--- src/rtl/io_scan_ctrl_if.sv ---
// io_scan_ctrl_if: CPU-side I/O bus between the MEM stage and io_scan_ctrl.
//   addr         CPU byte address, only addr[7:2] is decoded
//   io_rd        one-cycle read strobe; a status read clears the change flags
//   io_read_data combinational read data for the current addr
//   io_wr        write strobe        (only with IO_SCAN_IRQ_EN)
//   io_wdata     write data, bit 0   (only with IO_SCAN_IRQ_EN)
// Macro: IO_SCAN_IRQ_EN adds the write path used by the irq_en register.
interface io_scan_ctrl_if;
  logic [31:0] addr;
  logic        io_rd;
  logic [31:0] io_read_data;
`ifdef IO_SCAN_IRQ_EN
  logic        io_wr;
  logic [31:0] io_wdata;

  modport master (output addr, io_rd, io_wr, io_wdata, input io_read_data);
  modport slave  (input addr, io_rd, io_wr, io_wdata, output io_read_data);
`else
  modport master (output addr, io_rd, input io_read_data);
  modport slave  (input addr, io_rd, output io_read_data);
`endif
endinterface

--- src/rtl/io_scan_ctrl.sv ---
// io_scan_ctrl: paced, debounced sampling of two external input ports for the
// CPU I/O space. Only debounced values are visible; changes are latched into
// sticky clear-on-read flags, optionally raising a level interrupt.
// Ports:
//   io_clk    I/O clock, rising edge
//   resetn    asynchronous active-low reset
//   bus       io_scan_ctrl_if slave (addr, io_rd, io_read_data[, io_wr, io_wdata])
//   in_port0  raw asynchronous input port 0
//   in_port1  raw asynchronous input port 1
//   irq       registered level interrupt (tied 0 unless IO_SCAN_IRQ_EN)
// Register map (addr[7:2]): 0x20 stable0, 0x21 stable1,
//   0x22 status {30'b0, chg1, chg0} (clear-on-read), 0x23 irq_en (bit 0).
// Macro: IO_SCAN_IRQ_EN enables the irq_en register, the write path and irq.
module io_scan_ctrl #(
  parameter int unsigned TICK_DIV = 1000,
  parameter int unsigned DEB_CNT  = 4
) (
  input  logic          io_clk,
  input  logic          resetn,
  io_scan_ctrl_if.slave bus,
  input  logic [31:0]   in_port0,
  input  logic [31:0]   in_port1,
  output logic          irq
);
  localparam int TW = (TICK_DIV > 2) ? $clog2(TICK_DIV) : 1;
  localparam logic [TW-1:0] TICK_LAST = TW'(TICK_DIV - 1);
  localparam logic [3:0] DEB_MAX = 4'(DEB_CNT);

  localparam logic [5:0] A_STABLE0 = 6'h20;
  localparam logic [5:0] A_STABLE1 = 6'h21;
  localparam logic [5:0] A_STATUS  = 6'h22;
  localparam logic [5:0] A_IRQEN   = 6'h23;

  logic [1:0][31:0] port_in;
  logic [TW-1:0]    tick_cnt_q, tick_cnt_d;
  logic [1:0][31:0] sync0_q, sync0_d, sync1_q, sync1_d;
  logic [1:0][31:0] cand_q, cand_d, stable_q, stable_d;
  logic [1:0][3:0]  cnt_q, cnt_d;
  logic [1:0]       chg_q, chg_d, chg_set;
  logic             tick, status_rd;
  logic             unused_addr;

  assign port_in[0]  = in_port0;
  assign port_in[1]  = in_port1;
  assign unused_addr = ^{bus.addr[31:8], bus.addr[1:0]};

  always_comb begin
    tick       = (tick_cnt_q == TICK_LAST);
    tick_cnt_d = tick ? '0 : tick_cnt_q + 1'b1;
    sync0_d    = port_in;
    sync1_d    = sync0_q;
    cand_d     = cand_q;
    cnt_d      = cnt_q;
    stable_d   = stable_q;
    chg_set    = '0;
    if (tick) begin
      for (int p = 0; p < 2; p++) begin
        if (sync1_q[p] != cand_q[p]) begin
          cand_d[p] = sync1_q[p];
          cnt_d[p]  = 4'd1;
        end else if (cnt_q[p] < DEB_MAX) begin
          cnt_d[p] = cnt_q[p] + 4'd1;
        end
        // Uses the post-update count so DEB_CNT=1 accepts on the loading tick.
        if (cnt_d[p] == DEB_MAX && cand_d[p] != stable_q[p]) begin
          stable_d[p] = cand_d[p];
          chg_set[p]  = 1'b1;
        end
      end
    end
    status_rd = bus.io_rd && (bus.addr[7:2] == A_STATUS);
    // A new change on the clearing edge survives the clear.
    chg_d     = (chg_q & ~{2{status_rd}}) | chg_set;
  end

  always_ff @(posedge io_clk or negedge resetn) begin
    if (!resetn) begin
      tick_cnt_q <= '0;
      sync0_q    <= '0;
      sync1_q    <= '0;
      cand_q     <= '0;
      stable_q   <= '0;
      cnt_q      <= {2{DEB_MAX}};
      chg_q      <= '0;
    end else begin
      tick_cnt_q <= tick_cnt_d;
      sync0_q    <= sync0_d;
      sync1_q    <= sync1_d;
      cand_q     <= cand_d;
      stable_q   <= stable_d;
      cnt_q      <= cnt_d;
      chg_q      <= chg_d;
    end
  end

`ifdef IO_SCAN_IRQ_EN
  logic irq_en_q, irq_en_d, irq_q, irq_d;
  logic unused_wdata;

  assign unused_wdata = ^bus.io_wdata[31:1];

  always_comb begin
    irq_en_d = irq_en_q;
    if (bus.io_wr && bus.addr[7:2] == A_IRQEN) irq_en_d = bus.io_wdata[0];
    irq_d = (|chg_q) & irq_en_q;
  end

  always_ff @(posedge io_clk or negedge resetn) begin
    if (!resetn) begin
      irq_en_q <= 1'b0;
      irq_q    <= 1'b0;
    end else begin
      irq_en_q <= irq_en_d;
      irq_q    <= irq_d;
    end
  end

  assign irq = irq_q;
`else
  assign irq = 1'b0;
`endif

  always_comb begin
    bus.io_read_data = '0;
    case (bus.addr[7:2])
      A_STABLE0: bus.io_read_data = stable_q[0];
      A_STABLE1: bus.io_read_data = stable_q[1];
      A_STATUS:  bus.io_read_data = {30'b0, chg_q};
`ifdef IO_SCAN_IRQ_EN
      A_IRQEN:   bus.io_read_data = {31'b0, irq_en_q};
`endif
      default:   bus.io_read_data = '0;
    endcase
  end
endmodule

--- src/flat_wrapper.sv ---
// flat-port wrapper written by rule: the top's interface ports become plain ports
module io_scan_ctrl_flat 
#(
  parameter int unsigned TICK_DIV = 1000,
  parameter int unsigned DEB_CNT  = 4
)
  (io_clk, resetn, in_port0, in_port1, irq, bus_addr, bus_io_rd, bus_io_read_data);
  io_scan_ctrl_if bus_i ();
  input  logic io_clk;
  input  logic resetn;
  input  logic [31:0] in_port0;
  input  logic [31:0] in_port1;
  output logic irq;
  input wire logic [$bits(bus_i.addr)-1:0] bus_addr;
  input wire logic [$bits(bus_i.io_rd)-1:0] bus_io_rd;
  output wire logic [$bits(bus_i.io_read_data)-1:0] bus_io_read_data;
  assign bus_i.addr = bus_addr;
  assign bus_i.io_rd = bus_io_rd;
  assign bus_io_read_data = bus_i.io_read_data;
  io_scan_ctrl #(.TICK_DIV(TICK_DIV), .DEB_CNT(DEB_CNT)) u_core (.io_clk(io_clk), .resetn(resetn), .bus(bus_i), .in_port0(in_port0), .in_port1(in_port1), .irq(irq));
endmodule
--- config.mk ---
export PLATFORM = sky130hd
export DESIGN_NAME = io_scan_ctrl_flat
export DESIGN_NICKNAME = d
export VERILOG_FILES = /design/src/rtl/io_scan_ctrl_if.sv /design/src/rtl/io_scan_ctrl.sv /design/src/flat_wrapper.sv
export SDC_FILE = /design/constraint.sdc
export NUM_CORES = 1
export LEC_CHECK = 0
export BUFFER_PORTS_ARGS = -buffer_cell sky130_fd_sc_hd__buf_2
export CORE_UTILIZATION = 45
export CTS_BUF_LIST = sky130_fd_sc_hd__clkbuf_16
export DETAILED_ROUTE_END_ITERATION = 10
export PLACE_DENSITY = 0.73
export SYNTH_ARGS = -nofsm -noshare
export SYNTH_HDL_FRONTEND = slang
export SYNTH_SLANG_ARGS = --single-unit
--- constraint.sdc ---
create_clock -name io_clk -period 3.3 [get_ports io_clk]
set_clock_uncertainty 0.2 [all_clocks]
set_input_delay 0.33 -clock io_clk [delete_from_list [all_inputs] [get_ports io_clk]]
set_output_delay 0.33 -clock io_clk [all_outputs]
set_load 0.03 [all_outputs]
==> results.cfg, run 1 <==
[timing]
period_minus_slack_ns = 3.122
grt_setup_unrepaired = false
fin_crit_sh_pct = 94.60
max_freq_mhz = 320.3
fin_setup_tns_ns = 0
hold_viol = 0
finalSetupViolCount = 0
tightest_slew_ns = 0.6766
finalMaxSlewViolations = 0
slew_headroom_pct = 54.90

[global_route]
grt_max_degree = 90
antenna_found_initial = 0
gr-total-overflow = 0
grt_pass1_vias = 6431
grt_usage_pct = 18.79
grt_first_pass_wirelength_um = 34910

[worst_hold_path]
hold_start = u_core.sync0_q[49]
hold-path-cell-count = 0
min_to = u_core.sync1_q[49]
min_path_type = register to register

[synthesis]
syn_inst = 710
yosysWarnings = 0
seq_area_frac_synth_pct = 64.45
yosys.area.top_type = dfrtp_1
post-synth-top-area-fraction_pct = 63.96
syn-cell-area_um2 = 10720
synth.ff_latch_count = 276
yosysUniqueCellTypes = 34
syn_avg_cell_area_um2 = 15.10
ys_top_cells_by_area = dfrtp_1 (64%), mux2_2 (14%), xnor2_1 (5.6%)
synth_nets = 812

[critical_path]
r2r.worst_path.cells = 7
path_buf_inv = 1
cp-end-kind = register
r2r_slack_ns = 0.18
crit_path_max_incr_delay_ns = 0.59
cp-start-kind = register
critical_path_class = register to register
crit_family = simple AND/OR/NAND/NOR gates
r2r_end = u_core.stable_q[6]
cp_cell_sequence = xor2_1, nor4_2, nand2_1, or4_4, a2111oi_4, buf_4, mux2_2
path_max_fanout = 12
cp.required_ns = 3.54
arrival_ns = 3.36
cp_slowest_cell = or4_4
r2r-start = u_core.sync1_q[5]

[detailed_routing]
ant_nets = 0
via_count = 6154
avgRoutedWirePerCell_um = 17.45
dr.pass1.iters = 4
drcViolationCount = 0
drt_wl_total_um = 21970
vias_per_cell = 4.888
drt-initial-drc-count = 287

[clock_network]
htreeDepth = 1
clock_sinks = 276
clockBufferDepth = 3
cts_buffers = 29
insertion_delay_ns = 0.55
root_buffer = clkbuf_16
cts_tree = done
clk_pin_slew_ns = 0.06
cts_setup_buffers = 0

[power_and_ir_drop]
peakVddDrop_uv = 442.0
p_total_mw = 7.338
powerDensity_nw_per_um2 = 543.2
p_leak_nw = 6.513

[floorplan]
start_util_pct = 45.81
coreArea_um2 = 23400
fp.dieW_um = 156.3
die_area_um2 = 24440
die_height_um = 156.3
ios = 132
rows = 56

[final_layout]
antenna_cells = 0
drive_gt1_share_pct = 33.62
area_growth_syn_to_layout_pct = 26.00
nets = 1020

[run_status]
status = complete, no violations

[placed_design]
routabilityCongestion = 0.7873
portBuffers = 104
dp_hpwl_um = 14940

[run]
cap_violations = 0
==> layer usage <==
metal  vias up  part of all wire (%)  track usage (%)
met4         0                   2.1            4.295
met3        32                   4.3            3.240
met5         -                     0                0
li1       2904                     -                -
met1      3093                    46            26.75
met2       125                    47            30.19
==> cells by family (layout without fill, tap and decap cells) <==
kind of cell               Yosys count  count (layout)  share of synthesized area [%]
AOI/OAI and AO/OA                   49              49                          4.108
xor gates and xnor gates           136             136                          11.11
adders and majority gates            3               3                         0.3502
buffers and inverters               20             250                          1.155
DFF                                276             276                          64.45
muxes                              132             132                          13.84
other                                1               1                        0.03498
and+or+nand+nor                     93              93                          4.949
==> stage by stage <==
stage	std cells	setup slack (ns)	utilization (%)	hold slack, ns	area, µm²
final	1259	0.1781	57.72	0.1442	13510
after global routing	1259	0.04526	57.72	0.1468	13510
after CTS	1259	0.1303	57.67	0.1435	13500
after detailed placement	1139	0.1409	50.30	0.1347	11770
after global placement	1139	0.1485	50.30	0.1327	11770
after floorplan	710	0.4900	-	-0.1656	10720
==> flip-flops by register name (all words and copies together), names as in the netlist <==
name,cells
u_core.sync1_q,64
u_core.stable_q,64
u_core.cand_q,64
u_core.chg_q,2
u_core.sync0_q,64
u_core.tick_cnt_q,10
u_core.cnt_q,8
==> report_power, final <==
group	leakage (nW)	switching (mW)	internal, mW
Combinational	2.43	0.133	0.140
Sequential	3.54	0.0718	3.46
Clock	0.543	1.31	2.22
==> what timing repair did <==
action                                  4_1_cts  5_1_grt
resized for setup                             0        2
hold endpoints to repair                    150        0
endpoints found under the setup margin        0       33
hold buffers                                 67        0
==> cell usage in the layout (no fill, tap or decap), drive strengths merged <==
master,n
a2111oi,2
a21o,2
a21oi,6
a22o,30
a311oi,1
and2,5
buf,130
bufinv,8
clkbuf,29
clkinv,5
clkinvlp,1
conb,1
dfrtp,274
dfstp,2
dlygate4sd3,67
ha,3
inv,10
mux2,130
mux2i,2
nand2,8
nand2b,2
nand3,5
nand4,20
nor2,17
nor2b,5
nor3,4
nor3b,2
nor4,21
o21a,4
o21ai,1
o31ai,2
o41ai,1
or3,1
or4,2
or4b,1
xnor2,68
xor2,68
==> worst max-delay path by stage <==
| stage | start | endpoint | slack (ns) | cells past startpoint |
|---|---|---|---|---|
| floorplan | u_core.tick_cnt_q[0] | u_core.stable_q[10] | 0.49 | 8 |
| finish | u_core.sync1_q[5] | u_core.stable_q[6] | 0.18 | 7 |
| global placement | u_core.sync1_q[5] | u_core.stable_q[23] | 0.15 | 7 |
| global route | u_core.sync1_q[59] | u_core.stable_q[37] | 0.05 | 7 |
| detailed placement | u_core.sync1_q[5] | u_core.stable_q[6] | 0.14 | 7 |
| CTS | u_core.sync1_q[5] | u_core.stable_q[13] | 0.13 | 7 |
==> cells in the mapped netlist <==
cell type  instances
o31ai_2            2
o41ai_1            1
nor4_1            20
xor2_1            68
nor3b_1            2
or3_1              1
nor2b_1            5
a21oi_1            6
conb_1             1
clkbuf_1          13
mux2_2           130
and2_1             5
nand2_1            8
or4b_2             1
nor4_2             1
a22o_1            30
buf_6              6
o21ai_0            1
nor3_1             4
a21o_1             2
a2111oi_4          2
nand2b_1           2
ha_1               3
o21a_1             4
dfrtp_1          274
a311oi_1           1
xnor2_1           68
buf_4              1
mux2i_1            2
dfstp_2            2
nand3_1            5
nor2_1            17
or4_4              2
nand4_1           20
==> cell type report <==
type,count,area (µm²)
Clock inverter,24,327.8
Multi-Input combinational cell,414,3725
Clock buffer,29,725.7
Sequential cell,276,6909
Fill cell,1927,9894
Tap cell,319,399.1
Timing Repair Buffer,197,1421
Power figures use the tool's default switching activity.
==> run 2: changes to the inputs <==
- CORE_MARGIN: not set -> 1.5
- PLACE_DENSITY: 0.73 -> not set
- PLACE_DENSITY_LB_ADDON: not set -> 0.12
==> results.cfg, run 2 (synthesized netlist as in run 1, its figures left out) <==
[run_status]
status = complete, no violations

[floorplan]
coreArea_um2 = 23400
start_util_pct = 45.81
die_area_um2 = 24760
rows = 56
fp.dieW_um = 157.3
die_height_um = 157.3
ios = 132

[critical_path]
r2r-start = u_core.sync1_q[32]
cp_slowest_cell = or4_4
r2r_slack_ns = 0.13
crit_path_max_incr_delay_ns = 0.55
cp_cell_sequence = xor2_1, nor4_1, buf_4, nand4_1, or4_4, a2111oi_4, buf_4, mux2_2
critical_path_class = register to register
crit_start = u_core.sync1_q[32]
cp-start-kind = register
crit_path_frequent_cell = buf_4
arrival_ns = 3.38
cp.required_ns = 3.51
cp-end-kind = register
path_max_fanout = 16

[final_layout]
stdcell_count = 1256
drive_gt1_share_pct = 33.62
layout_common_cells = dfrtp_1 (274), mux2_2 (130), buf_2 (103)
ff_latch_area_um2 = 6909
nets = 1019
area_growth_syn_to_layout_pct = 24.30
fill_cells = 1968
antenna_cells = 0
final_common_cell = dfrtp_1
multi_input_area_um2 = 3725

[power_and_ir_drop]
p_leak_nw = 6.427
swShare_pct = 21.63
clkPwrFrac_pct = 43.4
power_frac_seq_pct = 52.6
internal_power_mw = 5.271
powerDensity_nw_per_um2 = 504.7
p_comb_share_pct = 4.0
power.switching_mw = 1.455
peakVddDrop_uv = 475.5

[detailed_routing]
via_count = 6118
avgRoutedWirePerCell_um = 17.53
drt-initial-drc-count = 275
ant_nets = 0
drcViolationCount = 0
vias_per_cell = 4.871
drt_wl_total_um = 22020
dr.pass1.iters = 4

[global_route]
grt_first_pass_wirelength_um = 34780
grt_pass1_vias = 6465
grt_max_degree = 80
grt_usage_pct = 18.50
gr-total-overflow = 0
antenna_found_initial = 0

[worst_hold_path]
min_path_type = register to register
hold_start = u_core.sync0_q[40]

[timing]
grt_setup_unrepaired = true
period_minus_slack_ns = 3.172
hold_viol = 0
finalSetupViolCount = 0
slew_headroom_pct = 57.44
tightest_slew_ns = 0.6326
max_freq_mhz = 315.3
whs_ns = 0.1385
finalMaxSlewViolations = 0
fin_crit_sh_pct = 96.11

[clock_network]
clock_sinks = 276
clockBufferDepth = 3
cts_buffers = 29
cts_tree = done
insertion_delay_ns = 0.53
clk_pin_slew_ns = 0.06
cts_setup_buffers = 0
root_buffer = clkbuf_16
htreeDepth = 1

[placed_design]
portBuffers = 104
dp_hpwl_um = 15830
dp_cells = 1138
routabilityCongestion = 0.7924

[run]
cap_violations = 0
-- run 2: path summary, 6_finish.rpt --
path / endpoint / depth (start not counted)
hold / removal: u_core.sync1_q[40] / 0
setup / recovery: u_core.stable_q[34] / 8
max in group asynchronous: u_core.cand_q[61] / 3
setup reg to reg: u_core.stable_q[34] / 8
hold reg to reg: u_core.sync1_q[40] / 0
min in group asynchronous: u_core.cand_q[57] / 2
-- run 2: timing repair --
item / 4_1_cts / 5_1_grt
gates resized for setup: 0 / 3
hold buffers: 67 / 0
setup endpoints to repair: 0 / 38
hold endpoints to repair: 141 / 0
-- run 2: per-stage QoR --
stage	setup WS (ns)	power [mW]	cell area, µm²	setup TNS (ns)	util (%)
after floorplan	0.4900	3.642	10720	0	-
after global placement	0.1258	3.804	11780	0	50.32
after detailed placement	0.1294	3.813	11780	0	50.32
after CTS	0.1103	6.832	13310	0	56.87
after global routing	-0.02980	7.003	13330	-0.5985	56.94
final	0.1283	6.725	13330	0	56.94
-- run 2: power by group through the flow --
stage / registers [mW] / logic, mW / clock network (mW)
CTS: 3.54 / 0.272 / 3.02
detailed placement: 3.60 / 0.210 / 0
floorplan: 3.57 / 0.0681 / 0
finish: 3.54 / 0.266 / 2.92
global route: 3.55 / 0.301 / 3.15
global placement: 3.60 / 0.204 / 0
-- run 2: worst max-delay path: cells and delay by family, from the launching register on --
kind,cells,cell delay (ns)
simple gates,3,1.00
buf+inv,2,0.49
flops,1,0.45
compound gates,1,0.36
mux,1,0.36
xor+xnor,1,0.19
-- run 2: final cells by class --
cell class	count	area share, %
multi-input cells	414	27.95
repair buffers	196	10.73
flip-flops and latches	276	51.85
clock inverters	22	1.023
well taps	319	2.995
clock buffers	29	5.446
-- run 2: routing by layer --
metal | global-route usage, % | routed length (µm) | vias to the layer above
met5 | 0 | 0 | -
met4 | 4.268 | 325 | 0
met3 | 2.726 | 972 | 28
met2 | 29.93 | 10290 | 128
met1 | 26.45 | 10440 | 3061
li1 | - | - | 2901
